$ cat src/rtl/imem_boot_loader.sv
// Boot sequencer: takes a length-prefixed little-endian byte stream, writes 32-bit words
// into instruction memory through the program-load port, then releases the core until it halts.
module imem_boot_loader #(
  parameter int          IMEM_BYTES = 4096,
  parameter logic [63:0] BASE_ADDR  = 64'h0
) (
  input  logic        clk,
  input  logic        reset,
  input  logic        start,
  input  logic [7:0]  rx_data,
  input  logic        rx_valid,
  output logic        rx_ready,
  output logic        prog_load_en,
  output logic [63:0] prog_addr,
  output logic [31:0] prog_data,
  output logic        cpu_reset,
  input  logic        cpu_halted,
  output logic        busy,
  output logic        running,
  output logic        done,
  output logic        error,
  output logic [15:0] words_loaded,
  output logic [2:0]  dbg_state
);

  // rx handshake: a byte moves when rx_valid & rx_ready on a rising edge.
  // rx_ready depends only on state, never on rx_valid.
  typedef enum logic [2:0] {
    S_IDLE  = 3'd0,
    S_HDR0  = 3'd1,
    S_HDR1  = 3'd2,
    S_DATA  = 3'd3,
    S_WRITE = 3'd4,
    S_RUN   = 3'd5,
    S_DONE  = 3'd6,
    S_ERR   = 3'd7
  } state_t;

  localparam logic [16:0] MAX_WORDS = 17'(IMEM_BYTES / 4);

  state_t      r_state;
  state_t      w_next;
  logic        w_accept;
  logic [15:0] w_n_full;
  logic [15:0] r_n;
  logic [1:0]  r_idx;
  logic [31:0] r_word;
  logic [15:0] r_words;
  logic [63:0] r_addr;
  logic        r_load_en;
  logic        r_cpu_reset;
  logic        r_busy;
  logic        r_running;
  logic        r_done;
  logic        r_error;

  assign rx_ready     = (r_state == S_HDR0) || (r_state == S_HDR1) || (r_state == S_DATA);
  assign w_accept     = rx_valid & rx_ready;
  assign w_n_full     = {rx_data, r_n[7:0]};
  assign prog_load_en = r_load_en;
  assign prog_addr    = r_addr;
  assign prog_data    = r_word;
  assign cpu_reset    = r_cpu_reset;
  assign busy         = r_busy;
  assign running      = r_running;
  assign done         = r_done;
  assign error        = r_error;
  assign words_loaded = r_words;
  assign dbg_state    = r_state;

  always_comb begin
    w_next = r_state;
    case (r_state)
      S_IDLE:  if (start) w_next = S_HDR0;
      S_HDR0:  if (w_accept) w_next = S_HDR1;
      S_HDR1:  if (w_accept) begin
        if ((w_n_full == 16'd0) || ({1'b0, w_n_full} > MAX_WORDS)) w_next = S_ERR;
        else w_next = S_DATA;
      end
      S_DATA:  if (w_accept && (r_idx == 2'd3)) w_next = S_WRITE;
      S_WRITE: w_next = ((r_words + 16'd1) == r_n) ? S_RUN : S_DATA;
      S_RUN:   if (cpu_halted) w_next = S_DONE;
      S_DONE:  if (start) w_next = S_HDR0;
      S_ERR:   if (start) w_next = S_HDR0;
      default: w_next = S_IDLE;
    endcase
  end

  always_ff @(posedge clk or posedge reset) begin
    if (reset) begin
      r_state     <= S_IDLE;
      r_n         <= 16'd0;
      r_idx       <= 2'd0;
      r_word      <= 32'd0;
      r_words     <= 16'd0;
      r_addr      <= BASE_ADDR;
      r_load_en   <= 1'b0;
      r_cpu_reset <= 1'b1;
      r_busy      <= 1'b0;
      r_running   <= 1'b0;
      r_done      <= 1'b0;
      r_error     <= 1'b0;
    end else begin
      r_state <= w_next;
      if (start && ((r_state == S_IDLE) || (r_state == S_DONE) || (r_state == S_ERR))) begin
        r_words <= 16'd0;
        r_addr  <= BASE_ADDR;
      end
      if ((r_state == S_HDR0) && w_accept) r_n[7:0] <= rx_data;
      if ((r_state == S_HDR1) && w_accept) begin
        r_n[15:8] <= rx_data;
        r_idx     <= 2'd0;
      end
      // Bytes arrive LSB first, so shifting in from the top leaves byte 0 in [7:0].
      if ((r_state == S_DATA) && w_accept) begin
        r_word <= {rx_data, r_word[31:8]};
        r_idx  <= r_idx + 2'd1;
      end
      if (r_state == S_WRITE) begin
        r_words <= r_words + 16'd1;
        r_addr  <= r_addr + 64'd4;
      end
      // Status outputs are registered from the next state so they line up with it.
      r_load_en   <= (w_next == S_WRITE);
      r_cpu_reset <= !((w_next == S_RUN) || (w_next == S_DONE));
      r_busy      <= (w_next == S_HDR0) || (w_next == S_HDR1) ||
                     (w_next == S_DATA) || (w_next == S_WRITE);
      r_running   <= (w_next == S_RUN);
      r_done      <= (w_next == S_DONE);
      r_error     <= (w_next == S_ERR);
    end
  end

endmodule

$ cat config.mk
export PLATFORM = sky130hd
export DESIGN_NAME = imem_boot_loader
export DESIGN_NICKNAME = d
export VERILOG_FILES = /design/src/rtl/imem_boot_loader.sv
export SDC_FILE = /design/constraint.sdc
export NUM_CORES = 1
export LEC_CHECK = 0
export CORE_MARGIN = 5
export CORE_UTILIZATION = 50
export DETAILED_ROUTE_END_ITERATION = 10
export GPL_TIMING_DRIVEN = 0
export PLACE_DENSITY = 0.78
export SLEW_MARGIN = 10
export SYNTH_ARGS = -nofsm -noshare
export SYNTH_HDL_FRONTEND = slang
export SYNTH_SLANG_ARGS = --single-unit
$ cat constraint.sdc
create_clock -name clk -period 5.2 [get_ports clk]
set_input_delay 1.04 -clock clk [delete_from_list [all_inputs] [get_ports clk]]
set_output_delay 1.04 -clock clk [all_outputs]
set_load 0.05 [all_outputs]
======== After elaboration in Yosys (flattened, before gate mapping) ========
Index checks and enable logic that the tools add are counted.
word-level totals
  register bits after elaboration ......... 139
  input port bits ......................... 13
  output and inout bits ................... 122
  logic and storage cells ................. 68
cells by class
  add/subtract/negate cells ............... 3
  $lt $le $gt $ge ......................... 1
  eq/ne operators ......................... 16
  mux-type cells .......................... 14
  bitwise logic cells ..................... 1
  reductions and logical operators ........ 20
operators by type and width
  cell                                                                     count
  64-bit two-way mux                                                       2
  64-bit by 3-bit adder with 64-bit output (second input constant)         1
  16-bit two-way mux                                                       2
  3-bit equality test (second input constant)                              8
  3-bit two-way mux                                                        7
  3-bit case mux with 6 select lines                                       1
  16-bit by 1-bit adder with 16-bit output (second input constant)         1
  16-bit equality test                                                     1
  16-bit by 11-bit > comparator with 1-bit output (second input constant)  1
  16-bit zero test                                                         1
  3-bit by 2-bit equality test with 1-bit output (second input constant)   4
  1-bit logical OR                                                         9
  3-bit by 1-bit equality test with 1-bit output (second input constant)   2
  1-bit logical AND                                                        5
  2-bit two-way mux                                                        2
  2-bit nonzero test                                                       2
  3-bit zero test                                                          1
  3-bit OR reduction                                                       1
  2-bit by 1-bit adder with 2-bit output (second input constant)           1
  2-bit equality test (second input constant)                              1
  1-bit AND                                                                1
  1-bit zero test                                                          1

======== Logic depth before layout (Yosys ltp) ========
Gate-level depths: netlist of run 1.
  word-level depth ........................ 11
  gate-level depth with buffers ........... 10
  gate-level depth less buffers ........... 8

======== Worst setup path after synthesis of run 1 ========
OpenSTA, ideal clock, no wires.
  path kind ............................... register -> register
  start point ............................. register r_state[2], in the netlist dbg_state[2]
  end point ............................... register r_addr[62], in the netlist prog_addr[62]
  library setup time ...................... 0.069 ns
  arrival time ............................ 3.032 ns
  required time ........................... 5.131 ns
  setup slack ............................. 2.100 ns
  stages on the path, launching flop included .. 10
  buffers on the path ..................... 2
  clock period less this slack ............ 3.100 ns
  cells stage by stage .................... dfrtp_1 -> buf_4 -> or3b_1 -> buf_2 -> or4_4 -> nand2b_4 -> nor4_4 -> nand2_2 -> or4_1 -> nand2_1
on the way
  longest elaborated chain between the ends .. 5
  elaborated cells between the ends (all ways) .. 9
  classes of those cells .................. 3 x eq/ne; 1 x mux; 5 x reduce/logical
ends and longest elaborated chain
  item                                                           RTL line  text
  from (decl)                                                    41        state_t r_state;
  from (signal assigned)                                         104       r_state <= w_next;
  3-bit equality test / 3-bit zero test (equally long branches)  105       if (start && ((r_state == S_IDLE) || (r_state == S_DONE) || (r_state == S_ERR))) begin
  1-bit logical OR (2 in series)                                 105
  1-bit logical AND                                              105
  2-bit nonzero test (no source line)                            -
  to (signal assigned)                                           121       r_addr <= r_addr + 64'd4;
  to (decl)                                                      49        logic [63:0] r_addr;
Several ways; a longest one is shown, not always the timed one.
A chain may end at the register's enable or synchronous reset.

======== Worst setup path in the final report of run 1 ========
  start point ............................. register r_state[1], in the netlist dbg_state[1]
  end point ............................... output port rx_ready
on the way
  longest elaborated chain between the ends .. 3
  elaborated cells between the ends (all ways) .. 5
  classes of those cells .................. 3 x eq/ne; 2 x reduce/logical
ends and longest elaborated chain
  item                                                                                                                     RTL line  text
  3-bit by 1-bit equality test with 1-bit output / 3-bit by 2-bit equality test with 1-bit output (equally long branches)  57        assign rx_ready = (r_state == S_HDR0) || (r_state == S_HDR1) || (r_state == S_DATA);
  1-bit logical OR                                                                                                         57
  1-bit logical OR *                                                                                                       57
  to (decl)                                                                                                                12        output logic rx_ready,
Every way passes the cells marked *; elsewhere a longest branch is shown, timed or not.

==> results of run 1 <==
[synthesized netlist by cell type, types with 3 or more instances]
master	number	area [sq um]
nor4_1	8	50.1
o31ai_1	25	188
mux2i_1	20	200
xnor2_1	9	78.8
o211ai_1	19	143
nand4_1	19	119
xor2_1	9	78.8
clkbuf_1	26	97.6
and4_1	9	78.8
nor2_1	35	131
or2_2	3	18.8
o311ai_0	3	26.3
or3_1	3	18.8
inv_1	15	56.3
mux2_2	48	541
a31o_2	3	26.3
a21oi_1	7	35.0
ha_1	3	37.5
and3_1	8	50.1
buf_4	3	22.5
and2_1	6	37.5
nand3_1	46	230
nor3_1	11	55.1
dfrtp_1	136	3400
nand2b_1	4	25.0
o21ai_0	48	240
nand2_1	88	330
[cell families (layout without fill, tap and decap cells)]
group,after synthesis,after routing,synth area share
and+or+nand+nor,254,254,0.192
DFF,137,137,0.512
AOI/OAI and AO/OA,129,129,0.128
muxes,68,68,0.111
buffers and inverters,47,212,0.0282
xor gates and xnor gates,18,18,0.0235
adders and majority gates,3,3,0.00560
other,1,2,0.000560
[worst min-delay path by stage]
stage                  from            to  slack, ns  cells past startpoint
2_1_floorplan      r_idx[1]      r_idx[1]       0.45                      2
3_3_place_gp       r_idx[1]      r_idx[1]       0.47                      2
3_5_place_dp   prog_data[5]  prog_data[5]       0.49                      1
4_1_cts        prog_data[5]  prog_data[5]       0.51                      1
5_1_grt        prog_data[4]  prog_data[4]       0.52                      1
6_report       prog_data[5]  prog_data[5]       0.50                      1
[layout make-up]
type | instances | area [sq um]
fill | 978 | 4240
sequential | 137 | 3430
multi-input combinational | 474 | 3090
timing repair buffer | 133 | 1350
clock buffer | 17 | 425
clock inverter | 15 | 236
tap | 176 | 220
buffer | 32 | 133
inverter | 15 | 61.3
[layer usage]
layer	GRT usage	up-vias	wire length, um
met5	0	-	0
met4	0.0707	0	241
met3	0.0618	25	1250
met2	0.380	224	8910
met1	0.282	2908	7320
li1	-	2714	-
[power by group]
group	internal [mW]	total, mW	switching, mW
Clock	0.862	1.36	0.495
Combinational	0.793	2.14	1.35
Sequential	1.35	1.62	0.270
[through the flow]
step	hold WS (ns)	instances
detailed placement	0.492	967
global route	0.524	999
floorplan	0.454	658
global placement	0.466	966
CTS	0.506	999
finish	0.502	999
[flip-flops by register name (all words and copies together) (netlist names)]
signal	count
dbg_state	3
done	1
error	1
prog_addr	62
words_loaded	16
running	1
prog_data	32
r_idx	2
busy	1
prog_load_en	1
r_n	16
cpu_reset	1
==> reports/results.ini, run 1 <==
[run_status]
status = complete, no violations

[floorplan]
fp.dieArea_sq_um = 15800
die_width_um = 126
rows = 42
start_util = 0.508
die_y_um = 126
io_pins = 135
design.core.area_sq_um = 13200

[final_layout]
diodes = 0
layout_commonest_cell = dfrtp_1
syn2layout_area_growth_pct = 33.5
drive_gt1_frac = 0.122
finish.utilization = 0.678
nets = 826
final_area_sq_um = 8950
final_cell_mix = 136 x dfrtp_1, 132 x clkdlybuf4s50_1, 88 x nand2_1

[global_routing]
antenna_found_initial = 0
grt_usage = 0.225
grt_pass1_vias = 5753
grt_pass1_wl_um = 29000
grt-ovfl-total = 0
grt_max_degree = 73

[timing]
tns_ns = 0
fin_worst_skew_ns = 0.00609
grt_setup_unrepaired = no
layout_setup_ws_ns = 1.84
fmax_mhz = 298
slew_violations = 0
finalSetupViolCount = 0
finalCritPeriodShare = 0.646
final.min_clock_period_ns = 3.36
worstMarginPinSlew_ns = 0.980
hold_viol_final = 0
relSlewSlack = 0.342

[clocking]
clock_path_buffers = 2
cts_max_level = 4
cts_tree = done
cts_root_buf = clkbuf_16
cts_hold_buf = 0
clock_latency_ns = 0.42
cts_setup_buffers = 0
post_cts_resized = 0
cts_num_sinks = 137
cts_buffers = 17
clk_pin_slew_worst_paths_ns = 0.06

[critical_path]
endpoint_kind = output pin
cpMostUsedCell = nor2_1
crit_chain = clkbuf_1, nor2_1, nor2_1, clkdlybuf4s50_1
critPathRequiredTime_ns = 4.16
max_stage_delay_ns = 0.83
reg2reg_from = dbg_state[2]
start_kind = register
crit_type = reg -> out
critPathLaunch = dbg_state[1]
crit_family = buffers and inverters
crit_cells = 4
cp_num_buf_inv = 2
r2r_cells = 9
reg2reg_slack_ns = 1.94
endpoint = rx_ready
crit_path_max_fanout = 10
r2r-end = prog_addr[63]
worstPathArrival_ns = 2.32
slowest_stage = clkdlybuf4s50_1

[routing]
drcViolationCount = 0
wl_um = 17700
drt-wirelength-per-cell_um = 17.7
antenna_left = 0
num_vias = 5871
via_per_inst = 5.88
firstDrtPassIters = 5
drt-initial-drc-count = 481

[logic_synthesis]
synthArstFlopShare = 1.00
yosysWarnings = 0
synth_edf_count = 0
synth.ff_latch_count = 137
synth_flop_cell = dfrtp_1
syn_inst = 657
syn_area_sq_um = 6700
yosysSeqAreaShare = 0.512
synth.avg_cell_area_sq_um = 10.2
synthDistinctLibCells = 63

[place]
hpwl_um = 12800
io_buffers = 132
pre_cts_ws_ns = 1.95
gp_congestion = 0.892
place_area_sq_um = 8280

[pwr]
p_leak_nw = 3.71
total_power_mw = 5.12
ir_drop_mv = 0.598
p_per_area_nw_per_um2 = 572

[job]
maxCapViolations = 0

[worst_hold_path]
hp-class = reg -> reg

(Power assumes the default switching activity.)
==> inputs of run 2 (changes only) <==
==> constraint.sdc (replaced) <==
create_clock -name clk -period 3.5 [get_ports clk]
set_input_delay 0.7 -clock clk [delete_from_list [all_inputs] [get_ports clk]]
set_output_delay 0.7 -clock clk [all_outputs]
set_load 0.05 [all_outputs]
==> run 2 against run 1 <==
Non-clock buffer count is 3 higher; flip-flop and latch count unchanged; global-route usage decreased by 0.37 points; core utilization increased by 0.24 points; hold slack got worse by 0.0042 ns; first-iteration DRC count decreased by 23%; clock power up 40%; combinational power is 49% higher; largest power group unchanged.
==> reports/results.ini, run 2 (synthesis results as in run 1) <==
[pwr]
power_frac_clock = 0.254  ; -0.011
p_comb_frac = 0.425  ; +0.007
p_per_area_nw_per_um2 = 837  ; +46%
p_leak_nw = 3.72  ; +0.26%
p_seq_frac = 0.321  ; +0.004
p_sw_frac = 0.413  ; +0.000493
ir_drop_mv = 0.716  ; +20%
p_switching_mw = 3.10  ; +47%
intPower_mw = 4.41  ; +47%

[clocking]
cts_root_buf = clkbuf_16
cts_buffers = 17  ; unchanged
cts_hold_buf = 0  ; unchanged
post_cts_resized = 0  ; unchanged
clock_latency_ns = 0.42  ; about the same
cts_max_level = 4  ; unchanged
clock_path_buffers = 2  ; unchanged
cts_num_sinks = 137  ; unchanged
cts_setup_buffers = 0  ; unchanged
clk_pin_slew_worst_paths_ns = 0.06  ; about the same
cts_tree = done

[floorplan]
design.core.area_sq_um = 13200  ; unchanged
start_util = 0.508  ; unchanged
die_width_um = 126  ; unchanged
die_y_um = 126  ; unchanged
rows = 42  ; unchanged
io_pins = 135  ; unchanged
fp.dieArea_sq_um = 15800  ; unchanged

[timing]
hold_ws_ns = 0.498  ; -0.00423 ns
relSlewSlack = 0.393  ; +0.0516
tns_ns = 0  ; unchanged
finalSetupViolCount = 0  ; unchanged
hold_viol_final = 0  ; unchanged
finalCritPeriodShare = 0.923
fin_worst_skew_ns = 0.00691  ; +0.000811 ns
final.min_clock_period_ns = 3.23
slew_violations = 0  ; unchanged
worstMarginPinSlew_ns = 0.903  ; -0.0768 ns
grt_setup_unrepaired = no
fmax_mhz = 309

[critical_path]
start_kind = register
r2r_cells = 9  ; unchanged
reg2reg_slack_ns = 0.27  ; -1.67 ns
critPathRequiredTime_ns = 3.84  ; -0.32 ns
crit_type = reg -> reg
reg2reg_from = dbg_state[2]
endpoint_kind = register
r2r-end = prog_addr[63]
crit_path_max_fanout = 10  ; unchanged
worstPathArrival_ns = 3.57  ; +1.25 ns

[routing]
drcViolationCount = 0  ; unchanged
firstDrtPassIters = 4  ; -1
wl_um = 17600  ; -0.86%
num_vias = 5827  ; -0.75%
drt-wirelength-per-cell_um = 17.5  ; -1.2%
antenna_left = 0  ; unchanged
via_per_inst = 5.82  ; -1.0%
drt-initial-drc-count = 370  ; -23%

[final_layout]
final_cell_mix = 136 x dfrtp_1, 132 x clkdlybuf4s50_1, 88 x nand2_1
largest_register_ffs = 62  ; unchanged
nets = 829  ; +0.36%
layout_commonest_cell = dfrtp_1
drive_gt1_frac = 0.125  ; +0.00319
diodes = 0  ; unchanged
syn2layout_area_growth_pct = 34.0

[global_routing]
grt_max_degree = 42  ; -42%
grt-ovfl-total = 0  ; unchanged
grt_pass1_vias = 5729  ; -0.42%
antenna_found_initial = 0  ; unchanged
grt_pass1_wl_um = 28600  ; -1.4%
grt_usage = 0.221  ; -0.00373

[worst_hold_path]
min_path_cells = 1  ; unchanged
hp-class = reg -> reg
hold_end = prog_addr[20]
worstHoldStart = prog_addr[20]

[place]
io_buffers = 132  ; unchanged
gp_congestion = 0.895  ; +0.40%
hpwl_um = 13000  ; +0.90%

[run_status]
status = complete, no violations

[job]
maxCapViolations = 0  ; unchanged

[run 2: cell count changes in the layout (fill, tap and decap cells not counted), sizes merged]
cell,before,now
bufinv,5,4
clkinvlp,3,5
buf,7,10
clkbuf,43,44
inv,21,17
clkinv,1,3
[run 2: per-stage QoR]
step / cells / total power [mW] / utilization / area [sq um] / setup WS (ns)
floorplan: 658 / 4.55 / - / 6710 / 0.400
global placement: 966 / 5.51 / 0.625 / 8250 / -0.0530
detailed placement: 970 / 5.62 / 0.632 / 8340 / 0.329
CTS: 1002 / 7.55 / 0.680 / 8970 / 0.234
global route: 1002 / 7.85 / 0.681 / 8980 / 0.00233
finish: 1002 / 7.51 / 0.681 / 8980 / 0.269
[run 2: power by group through the flow]
stage / logic, mW / clock network (mW) / registers, mW
6_report: 3.19 / 1.91 / 2.41
4_1_cts: 3.20 / 1.93 / 2.41
3_5_place_dp: 3.18 / 0 / 2.43
2_1_floorplan: 1.12 / 0 / 3.43
5_1_grt: 3.37 / 2.01 / 2.47
3_3_place_gp: 3.10 / 0 / 2.41
[run 2: layout make-up]
class | count | area (sq um)
Timing Repair Buffer | 136 | 1410
Clock inverter | 14 | 195
Tap cell | 176 | 220
Fill cell | 976 | 4210
Buffer | 32 | 133
Clock buffer | 18 | 439
Sequential cell | 137 | 3430
Inverter | 15 | 60.1
Multi-Input combinational cell | 474 | 3090
[run 2: per-layer routing]
metal,part of all wire,wire length (um),up-vias,track usage
li1,-,-,2737,-
met1,0.42,7380,2823,0.282
met2,0.49,8630,221,0.366
met3,0.062,1090,46,0.0500
met4,0.026,465,0,0.0909
met5,0,0,-,0
[run 2: how the worst max path moves through the flow]
| stage | slack, ns | depth (start not counted) | end | from |
|---|---|---|---|---|
| 2_1_floorplan | 0.40 | 9 | prog_addr[62] | dbg_state[2] |
| 3_3_place_gp | -0.05 | 2 | words_loaded[12] | reset |
| 3_5_place_dp | 0.33 | 9 | prog_addr[63] | dbg_state[2] |
| 4_1_cts | 0.23 | 9 | prog_addr[63] | dbg_state[2] |
| 5_1_grt | 0.002 | 9 | prog_addr[63] | dbg_state[2] |
| 6_report | 0.27 | 9 | prog_addr[63] | dbg_state[2] |
[run 2: worst max-delay path: stages (launching register included)]
cell,delay (ns)
dfrtp_1,0.34
buf_4,0.17
or3b_1,0.36
buf_2,0.22
nor4_2,0.47
nand2_1,0.19
nor4_1,0.56
nand2_1,0.24
nor4_1,0.37
mux2i_1,0.23
